==> src/rtl/dnn_stream_host.sv <==
// Host-side stream endpoint: feeds the accelerator src stream from a 128-bit SRAM and
// drains its dst stream into a 64-bit SRAM. Optional stall counters: DNN_STREAM_PERF_EN.
module dnn_stream_host #(
  parameter int unsigned AW = 12,
  parameter int unsigned LW = 12
) (
  input  logic          clk,
  input  logic          rst_n,
  input  logic          start,
  input  logic [AW-1:0] src_base,
  input  logic [LW-1:0] src_len,
  input  logic [AW-1:0] dst_base,
  input  logic [LW-1:0] dst_len,
  output logic          busy,
  output logic          done,
  output logic          err,
  output logic [LW-1:0] dst_cnt,
  output logic          rd_en,
  output logic [AW-1:0] rd_addr,
  input  logic [127:0]  rd_data,
  output logic          wr_en,
  output logic [AW-1:0] wr_addr,
  output logic [63:0]   wr_data,
  output logic          src_valid,
  output logic [31:0]   src_data0,
  output logic [31:0]   src_data1,
  output logic [31:0]   src_data2,
  output logic [31:0]   src_data3,
  output logic          src_last,
  input  logic          src_ready,
  input  logic          dst_valid,
  input  logic [31:0]   dst_data0,
  input  logic [31:0]   dst_data1,
  input  logic          dst_last,
`ifdef DNN_STREAM_PERF_EN
  output logic [LW-1:0] stall_src,
  output logic [LW-1:0] stall_dst,
`endif
  output logic          dst_ready
);

  typedef enum logic [1:0] {IDLE, RUN, FLUSH} state_t;

  state_t        state_q, state_d;
  logic [AW-1:0] src_base_q, dst_base_q;
  logic [LW-1:0] src_len_q, dst_len_q;
  logic [LW-1:0] issued_q, popped_q, dst_cnt_q;
  logic          pend_q;
  logic [127:0]  fifo_q [2];
  logic [1:0]    fifo_cnt_q;
  logic          rd_ptr_q, wr_ptr_q;
  logic          sink_done_q, err_q;

  logic          start_job, pop, accept, room, src_done, issue_ok;
  logic [1:0]    occ;
  logic [127:0]  head;

  assign start_job = (state_q == IDLE) && start;
  assign src_valid = (fifo_cnt_q != 2'd0);
  assign pop       = src_valid && src_ready;
  assign accept    = dst_valid && dst_ready;
  assign room      = (dst_cnt_q < dst_len_q);
  assign src_done  = (popped_q == src_len_q);
  // Occupancy after this cycle's pop, so a draining head frees its slot for a new read.
  assign occ       = fifo_cnt_q + 2'(pend_q) - 2'(pop);
  assign issue_ok  = (issued_q != src_len_q) && (occ < 2'd2);

  assign head      = src_valid ? fifo_q[rd_ptr_q] : '0;
  assign src_data0 = head[31:0];
  assign src_data1 = head[63:32];
  assign src_data2 = head[95:64];
  assign src_data3 = head[127:96];
  assign src_last  = src_valid && (popped_q == (src_len_q - LW'(1)));
  assign rd_addr   = rd_en ? (src_base_q + AW'(issued_q)) : '0;
  assign err       = err_q;
  assign dst_cnt   = dst_cnt_q;

  // State register
  always_ff @(posedge clk or negedge rst_n) begin
    if (!rst_n) state_q <= IDLE;
    else        state_q <= state_d;
  end

  // Next state and strobes
  always_comb begin
    state_d   = state_q;
    busy      = 1'b0;
    done      = 1'b0;
    rd_en     = 1'b0;
    dst_ready = 1'b0;
    wr_en     = 1'b0;
    wr_addr   = '0;
    wr_data   = '0;
    case (state_q)
      IDLE: begin
        if (start) state_d = RUN;
      end
      RUN: begin
        busy      = 1'b1;
        rd_en     = issue_ok;
        dst_ready = !sink_done_q;
        wr_en     = dst_valid && !sink_done_q && room;
        if (src_done && sink_done_q) state_d = FLUSH;
      end
      FLUSH: begin
        busy    = 1'b1;
        done    = 1'b1;
        state_d = IDLE;
      end
      default: state_d = IDLE;
    endcase
    if (wr_en) begin
      wr_addr = dst_base_q + AW'(dst_cnt_q);
      wr_data = {dst_data1, dst_data0};
    end
  end

  // Job datapath: prefetch FIFO, beat counters, sink bookkeeping
  always_ff @(posedge clk or negedge rst_n) begin
    if (!rst_n) begin
      src_base_q  <= '0;
      dst_base_q  <= '0;
      src_len_q   <= '0;
      dst_len_q   <= '0;
      issued_q    <= '0;
      popped_q    <= '0;
      dst_cnt_q   <= '0;
      pend_q      <= 1'b0;
      fifo_q[0]   <= '0;
      fifo_q[1]   <= '0;
      fifo_cnt_q  <= '0;
      rd_ptr_q    <= 1'b0;
      wr_ptr_q    <= 1'b0;
      sink_done_q <= 1'b0;
      err_q       <= 1'b0;
    end else if (start_job) begin
      src_base_q  <= src_base;
      dst_base_q  <= dst_base;
      src_len_q   <= src_len;
      dst_len_q   <= dst_len;
      issued_q    <= '0;
      popped_q    <= '0;
      dst_cnt_q   <= '0;
      pend_q      <= 1'b0;
      fifo_cnt_q  <= '0;
      rd_ptr_q    <= 1'b0;
      wr_ptr_q    <= 1'b0;
      sink_done_q <= 1'b0;
      err_q       <= 1'b0;
    end else begin
      pend_q <= rd_en;
      if (rd_en) issued_q <= issued_q + LW'(1);
      if (pend_q) begin
        fifo_q[wr_ptr_q] <= rd_data;
        wr_ptr_q         <= !wr_ptr_q;
      end
      if (pop) begin
        rd_ptr_q <= !rd_ptr_q;
        popped_q <= popped_q + LW'(1);
      end
      fifo_cnt_q <= fifo_cnt_q + 2'(pend_q) - 2'(pop);
      if (accept) begin
        if (dst_cnt_q != '1) dst_cnt_q <= dst_cnt_q + LW'(1);
        if (!room) err_q <= 1'b1;
        if (dst_last) begin
          sink_done_q <= 1'b1;
          // Sink finished while src beats remain (a same-cycle final pop counts as drained)
          if ((popped_q + LW'(pop)) != src_len_q) err_q <= 1'b1;
        end
      end
    end
  end

`ifdef DNN_STREAM_PERF_EN
  logic [LW-1:0] stall_src_q, stall_dst_q;
  assign stall_src = stall_src_q;
  assign stall_dst = stall_dst_q;

  // Saturating stall counters
  always_ff @(posedge clk or negedge rst_n) begin
    if (!rst_n) begin
      stall_src_q <= '0;
      stall_dst_q <= '0;
    end else if (start_job) begin
      stall_src_q <= '0;
      stall_dst_q <= '0;
    end else if (state_q == RUN) begin
      if (src_valid && !src_ready && (stall_src_q != '1))
        stall_src_q <= stall_src_q + LW'(1);
      if (dst_ready && !dst_valid && src_done && (stall_dst_q != '1))
        stall_dst_q <= stall_dst_q + LW'(1);
    end
  end
`endif

endmodule

==> config.mk <==
export PLATFORM = sky130hd
export DESIGN_NAME = dnn_stream_host
export DESIGN_NICKNAME = d
export VERILOG_FILES = /design/src/rtl/dnn_stream_host.sv
export SDC_FILE = /design/constraint.sdc
export NUM_CORES = 1
export LEC_CHECK = 0
export ABC_AREA = 1
export CAP_MARGIN = 15
export CELL_PAD_IN_SITES_DETAIL_PLACEMENT = 1
export CELL_PAD_IN_SITES_GLOBAL_PLACEMENT = 2
export CORE_MARGIN = 10
export CORE_UTILIZATION = 25
export CTS_CLUSTER_DIAMETER = 40
export CTS_CLUSTER_SIZE = 12
export DETAILED_ROUTE_END_ITERATION = 16
export PLACE_DENSITY = 0.8
export SYNTH_ARGS = -nofsm -noshare
export SYNTH_HDL_FRONTEND = slang
export SYNTH_SLANG_ARGS = --single-unit
export TNS_END_PERCENT = 100
==> constraint.sdc <==
create_clock -name clk -period 2.1 [get_ports clk]
set_input_delay 0.42 -clock clk [delete_from_list [all_inputs] [get_ports clk]]
set_output_delay 0.42 -clock clk [all_outputs]
set_load 0.01 [all_outputs]
==> results of run 1 <==
-- final cells by class --
| cell class | count | area, sq um | area share, % |
|---|---|---|---|
| clock inverters | 41 | 514.2 | 1.626 |
| inverters | 299 | 1179 | 3.727 |
| repair buffers | 865 | 8777 | 27.75 |
| repair inverters | 1 | 11.26 | 0.03561 |
| well taps | 950 | 1189 | 3.759 |
| diodes | 17 | 42.54 | 0.1345 |
| clock buffers | 86 | 1946 | 6.152 |
| multi-input cells | 1627 | 9221 | 29.16 |
| flip-flops and latches | 349 | 8745 | 27.65 |
-- Yosys cell counts --
library cell / number / area, sq um
a21o_1: 2 / 15.01
a21oi_1: 172 / 860.8
a21oi_2: 1 / 8.760
a31oi_1: 3 / 18.77
a31oi_4: 1 / 21.27
buf_1: 17 / 63.81
buf_2: 18 / 90.09
buf_4: 5 / 37.54
buf_6: 7 / 78.83
clkbuf_1: 82 / 307.8
clkbuf_2: 1 / 5.000
clkinv_1: 1 / 3.750
dfrtp_1: 349 / 8733
fa_1: 2 / 40.04
ha_1: 46 / 575.6
inv_1: 293 / 1100
inv_2: 4 / 15.01
inv_4: 1 / 6.260
nand2_1: 775 / 2909
nand2_2: 3 / 18.77
nand3_1: 48 / 240.2
nand3_2: 2 / 20.02
nand3b_1: 2 / 15.01
nand4_1: 21 / 131.4
nor2_1: 128 / 480.5
nor2_2: 6 / 37.54
nor2_4: 3 / 33.78
nor3_1: 15 / 75.07
nor3_2: 3 / 30.03
nor3b_1: 1 / 7.510
nor4_1: 3 / 18.77
o211a_1: 1 / 10.01
o211ai_1: 2 / 15.01
o21a_1: 1 / 7.510
o21ai_0: 309 / 1546
o21ai_1: 4 / 20.02
o21ai_2: 11 / 96.34
o21bai_1: 6 / 45.04
or2_2: 1 / 6.260
xnor2_1: 20 / 175.2
xor2_1: 35 / 306.5
-- cell families after synthesis --
logic type                 after synthesis
and+or+nand+nor                       1011
AOI/OAI and AO/OA                      513
buffers and inverters                  429
DFF                                    349
xor gates and xnor gates                55
adders and majority gates               48
-- flip-flops by register name (all words and copies together) (netlist names) --
| name | cells |
|---|---|
| fifo_q | 256 |
| dst_base_q | 12 |
| dst_cnt | 12 |
| dst_len_q | 12 |
| issued_q | 12 |
| popped_q | 12 |
| src_base_q | 12 |
| src_len_q | 12 |
| fifo_cnt_q | 2 |
| state_q | 2 |
| err | 1 |
| pend_q | 1 |
| rd_ptr_q | 1 |
| sink_done_q | 1 |
| wr_ptr_q | 1 |
-- power groups by stage --
stage | registers (mW) | logic [mW] | clock network [mW]
finish | 11.6 | 23.1 | 11.6
detailed placement | 11.6 | 18.8 | 0
global placement | 11.4 | 18.2 | 0
floorplan | 11.1 | 9.17 | 0
CTS | 11.6 | 21.8 | 11.8
global route | 12.0 | 25.2 | 12.1
-- critical path, delay by kind of cell, from the launching register on --
kind,cells,cell delay (ps)
flops,1,380
buf+inv,8,890
fa+ha+maj,1,150
simple gates,4,450
compound gates,1,200
-- metrics by stage --
stage / cells / power, mW / setup WS (ps) / hold WS, ps
floorplan: 2405 / 20.28 / -240.2 / 124.4
global placement: 3958 / 29.60 / -1285 / 390.5
detailed placement: 3958 / 30.37 / -1250 / 400.6
CTS: 4196 / 45.16 / -1088 / 339.1
global route: 4235 / 49.37 / -1135 / 360.8
finish: 4235 / 46.31 / -974.3 / 362.7
-- worst paths after layout --
path / endpoint / start / cells past startpoint / slack, ps
setup / recovery: wr_data[1] / state_q[1]$_DFFE_PN0P_ / 14 / -970
hold / removal: fifo_q[188]$_DFFE_PN0P_ / rst_n / 2 / 360
setup reg to reg: issued_q[10]$_DFFE_PN0P_ / fifo_cnt_q[1]$_DFF_PN0_ / 18 / -340
hold reg to reg: fifo_q[191]$_DFFE_PN0P_ / fifo_q[191]$_DFFE_PN0P_ / 2 / 480
max in group asynchronous: fifo_q[31]$_DFFE_PN0P_ / rst_n / 3 / 830
min in group clk: dst_len_q[0]$_DFFE_PN0P_ / dst_len[0] / 3 / 370
-- cells in the final DEF, fill, tap and decap left out, types with 45 or more instances in the layout --
master / n
a21oi_1: 105
a21oi_2: 64
buf_12: 51
buf_2: 45
buf_4: 271
buf_6: 132
clkbuf_16: 75
clkdlybuf4s50_1: 283
dfrtp_1: 342
inv_1: 282
nand2_1: 745
nor2_4: 93
o21ai_0: 297
-- layer usage --
layer	share of wire (%)	global-route usage [%]	vias to the layer above	wire, um
li1	-	-	9222	-
met1	40	21.64	9626	34690
met2	52	33.69	445	44970
met3	4.0	3.927	177	3452
met4	3.9	8.828	4	3375
met5	0.034	0	-	29
-- what timing repair did --
| action | 4_1_cts | 5_1_grt |
|---|---|---|
| gates resized for setup | 706 | 420 |
| endpoints found under the hold margin | 42 | 0 |
| pin swaps | 40 | 60 |
| gates cloned | 20 | 3 |
| hold buffers | 1 | 0 |
| setup buffers | 91 | 51 |
| endpoints found under the setup margin | 249 | 522 |
==> flow_summary.json, run 1 <==
{
  "cts_buffers": 71,
  "crit_chain": "inv_2 -> ha_4 -> inv_4 -> nor2_4 -> nand2_2 -> inv_4 -> o211a_1 -> nand3_4 -> buf_12 -> buf_12 -> buf_16 -> buf_6 -> nor2_4 -> buf_6",
  "yosys.area_share.simple_pct": 22.08,
  "ioPinCount": 482,
  "core_area_sq_um": 71850,
  "grt_pass1_wl_mm": 127.9,
  "synth.distinct_cells": 41,
  "swShare_pct": 39.14,
  "final_nets": 3508,
  "finalInstanceArea_sq_um": 31620,
  "rsz0062_at_grt": "yes",
  "drive_gt1_share_pct": 28.64,
  "rows": 98,
  "critical_path.max_stage_delay_ps": 380,
  "slowest_stage": "dfrtp_1",
  "clock_latency_ps": 600,
  "yosys_warnings": 0,
  "fin_crit_sh_pct": 146.4,
  "timing.fmax_mhz": 325.3,
  "clkPwrFrac_pct": 25.0,
  "fin_util_pct": 44.01,
  "synth_mux_area_share_pct": 0,
  "numClockSinks": 349,
  "leakage_nw": 15.47,
  "comb_power_share_pct": 49.9,
  "maxCapViolCount": 0,
  "worstMarginPinSlew_ps": 498.5,
  "start_util_pct": 25.37,
  "num_vias": 19474,
  "wl_per_cell_um": 20.43,
  "synth_top_family_by_area": "simple AND/OR/NAND/NOR gates",
  "die_w_um": 290.0,
  "yosys_register_bits": 349,
  "design.die.area_sq_um": 84110,
  "gr-total-overflow": 0,
  "gp_congestion": 0.8583,
  "p_per_area_nw_per_um2": 1464,
  "setup-tns-final_ps": -146640,
  "status": "complete, but fails checks",
  "crit_path_end_kind": "output port",
  "dr.pass1.iters": 5,
  "period_needed_ps": 3074,
  "drt_iter0_drc": 777,
  "post_dp_cell_area_sq_um": 26180,
  "avgViaCountPerCell": 4.598,
  "clk_pin_slew_ps": 50,
  "cts_buffer_depth": 3,
  "nFillCells": 8276,
  "hold_viol": 0,
  "areaGrowthSynthToFinish_pct": 73.50,
  "port_buffers": 481,
  "syn_area_sq_um": 18230,
  "ctsHtreeMaxLevel": 3,
  "intPower_mw": 28.18,
  "ys_seq_area_share_pct": 47.91,
  "grt_max_degree": 65,
  "crit_required_ps": 1680,
  "relSlewSlack_pct": 66.76,
  "crit_path_max_fanout": 5,
  "antenna_found_initial": 21,
  "peakVddDrop_v": 0.0006335,
  "root_buffer": "clkbuf_16",
  "grt_pass1_vias": 21544,
  "hold_path_class": "in -> async",
  "final.setup.worst_slack_ps": -974.3,
  "switchingPower_mw": 18.12,
  "cp-start-kind": "flop",
  "slew_violations": 0,
  "drc": 0,
  "synth_xor_area_share_pct": 2.643,
  "seq_power_share_pct": 25.1,
  "skew_ps": 27.45,
  "critical_path_class": "reg -> out",
  "dp_hpwl_mm": 57.51,
  "synth_adder_area_share_pct": 3.377,
  "die_y_um": 290.0,
  "syn_avg_cell_area_sq_um": 7.579,
  "wirelength_mm": 86.52,
  "setup_violations": 384,
  "grt_use_total_pct": 19.04,
  "syn_inst": 2405,
  "violations": "setup timing",
  "final_antenna_net_count": 0,
  "syn_nets": 2699,
  "cp.arrival_ps": 2650,
  "synth-compound-area-share_pct": 14.62,
  "cts_tree": "yes"
}
(Power assumes the default switching activity.)
==> run 2: changes to the inputs <==
--- a/config.mk
+++ b/config.mk
@@ -15,6 +15,7 @@
 export CTS_CLUSTER_SIZE = 12
 export DETAILED_ROUTE_END_ITERATION = 16
 export PLACE_DENSITY = 0.8
+export SKIP_LAST_GASP = 1
 export SYNTH_ARGS = -nofsm -noshare
 export SYNTH_HDL_FRONTEND = slang
 export SYNTH_SLANG_ARGS = --single-unit
==> flow_summary.json, run 2 (synthesis gave the netlist of run 1 again) <==
{
  "status": "complete, but fails checks",
  "p_per_area_nw_per_um2": 1502,
  "areaGrowthSynthToFinish_pct": 81.47,
  "final_common_cell": "nand2_1",
  "numClockSinks": 349,
  "drt_iter0_drc": 897,
  "root_buffer": "clkbuf_16",
  "fin_crit_sh_pct": 149.5,
  "cts_buffers": 71,
  "ioPinCount": 482,
  "worstMarginPinSlew_ps": 489.0,
  "leakage_nw": 16.11,
  "crit_family": "buffers and inverters",
  "rsz0062_at_grt": "yes",
  "dp_hpwl_mm": 57.51,
  "crit_path_end_kind": "output port",
  "cts_tree": "yes",
  "wirelength_mm": 91.04,
  "gp_congestion": 0.8583,
  "violations": "setup timing",
  "hold_viol": 0,
  "rr_worst_depth": 18,
  "cp_num_buf_inv": 8,
  "crit_required_ps": 1680,
  "antenna_found_initial": 18,
  "cp.arrival_ps": 2720,
  "critical_path.max_stage_delay_ps": 390,
  "regArea_sq_um": 8746,
  "nFillCells": 8216,
  "clock_latency_ps": 600,
  "core_area_sq_um": 71850,
  "num_vias": 20090,
  "rows": 98,
  "hold_path_class": "in -> async",
  "crit_path_max_fanout": 5,
  "cp-start-kind": "flop",
  "clk_pin_slew_ps": 50,
  "maxCapViolCount": 0,
  "final_nets": 3605,
  "grt_pass1_vias": 21550,
  "final_antenna_net_count": 0,
  "fin_cells": 4329,
  "drive_gt1_share_pct": 36.67,
  "start_util_pct": 25.37,
  "die_w_um": 290.0,
  "layout_common_cells": "nand2_1, dfrtp_1, buf_4",
  "largest_register": "fifo_q",
  "period_needed_ps": 3140,
  "timing.fmax_mhz": 318.5,
  "avgViaCountPerCell": 4.641,
  "gr-total-overflow": 0,
  "cp.depth": 14,
  "slowest_stage": "dfrtp_1",
  "skew_ps": 27.69,
  "slew_violations": 0,
  "setup_violations": 235,
  "design.die.area_sq_um": 84110,
  "multi_input_area_sq_um": 9848,
  "critical_path_class": "reg -> out",
  "relSlewSlack_pct": 67.40,
  "wl_per_cell_um": 21.03,
  "grt_pass1_wl_mm": 127.8,
  "grt_use_total_pct": 19.03,
  "drc": 0,
  "final.setup.worst_slack_ps": -1040,
  "cts_buffer_depth": 3,
  "crit_chain": "inv_2 -> ha_4 -> inv_4 -> nor2_4 -> nand2_2 -> inv_4 -> o211a_1 -> nand3_4 -> buf_12 -> buf_12 -> buf_16 -> buf_4 -> nor2_4 -> buf_6",
  "port_buffers": 481,
  "timing.hold.ws_ps": 360.0,
  "ctsHtreeMaxLevel": 3,
  "dp_cells": 3958,
  "largest_reg_flops": 256,
  "peakVddDrop_v": 0.0006270,
  "dr.pass1.iters": 5,
  "die_y_um": 290.0,
  "grt_max_degree": 65
}
[run 2: where the power goes]
group | total (mW) | internal, mW | leakage [nW] | switching [mW]
clock | 11.6 | 7.62 | 1.18 | 3.99
combinational | 26.2 | 12.6 | 10.5 | 13.7
sequential | 11.8 | 9.73 | 4.44 | 2.09
[run 2: cell type report]
cell class,count,share of cell area [%]
Timing Repair inverter,1,0.04917
Timing Repair Buffer,961,29.01
Inverter,299,3.590
Clock inverter,41,1.555
Tap cell,950,3.593
Antenna cell,14,0.1059
Sequential cell,349,26.44
Clock buffer,86,5.882
Multi-Input combinational cell,1628,29.77
[run 2: metrics by stage]
stage                     TNS (ps)  utilization [%]  instance area [sq um]  power [mW]  setup slack [ps]
after floorplan              -2597                -                  18510       20.28            -240.2
after global placement     -107430            36.44                  26180       29.60             -1285
after detailed placement   -116750            36.44                  26180       30.37             -1250
after CTS                  -196670            42.35                  30430       45.24             -1088
after global routing       -157880            46.04                  33080       52.74             -1157
final                      -133860            46.04                  33080       49.68             -1040
[run 2: final timing paths]
kind                                    startpoint  slack (ps)                  endpoint
max                         state_q[1]$_DFFE_PN0P_       -1040                wr_data[1]
min                                          rst_n         360   fifo_q[188]$_DFFE_PN0P_
max reg2reg                fifo_cnt_q[1]$_DFF_PN0_        -350   issued_q[4]$_DFFE_PN0P_
min reg2reg                fifo_q[191]$_DFFE_PN0P_         480   fifo_q[191]$_DFFE_PN0P_
max in group asynchronous                    rst_n         850    fifo_q[31]$_DFFE_PN0P_
min in group clk                        dst_len[0]         370  dst_len_q[0]$_DFFE_PN0P_
[run 2: layer usage]
metal	vias up	global-route usage [%]	share of wire, %
li1	9420	-	-
met1	9974	21.68	39
met2	501	33.47	52
met3	191	3.927	4.2
met4	4	9.144	4.2
met5	-	0	0.032
[run 2: what timing repair did]
action / in CTS / in global routing
hold buffers: 1 / 0
endpoints found under the setup margin: 249 / 519
resized for setup: 626 / 926
pin swaps: 40 / 119
setup buffers: 91 / 142
endpoints found under the hold margin: 42 / 0
gates cloned: 20 / 16
[run 2: worst reg2reg max path, cell delays in order, from the launching register on]
cell and delay [ps]:
dfrtp_1 420, nor2_4 110, inv_2 50, nand2_2 70, inv_2 50, ha_4 260
inv_2 40, ha_4 150, xor2_2 170, inv_2 80, nor2_4 130, nand2_4 100
buf_6 140, buf_6 110, buf_6 130, nand2_8 100, buf_6 150, nand2_4 60
o21ai_2 80
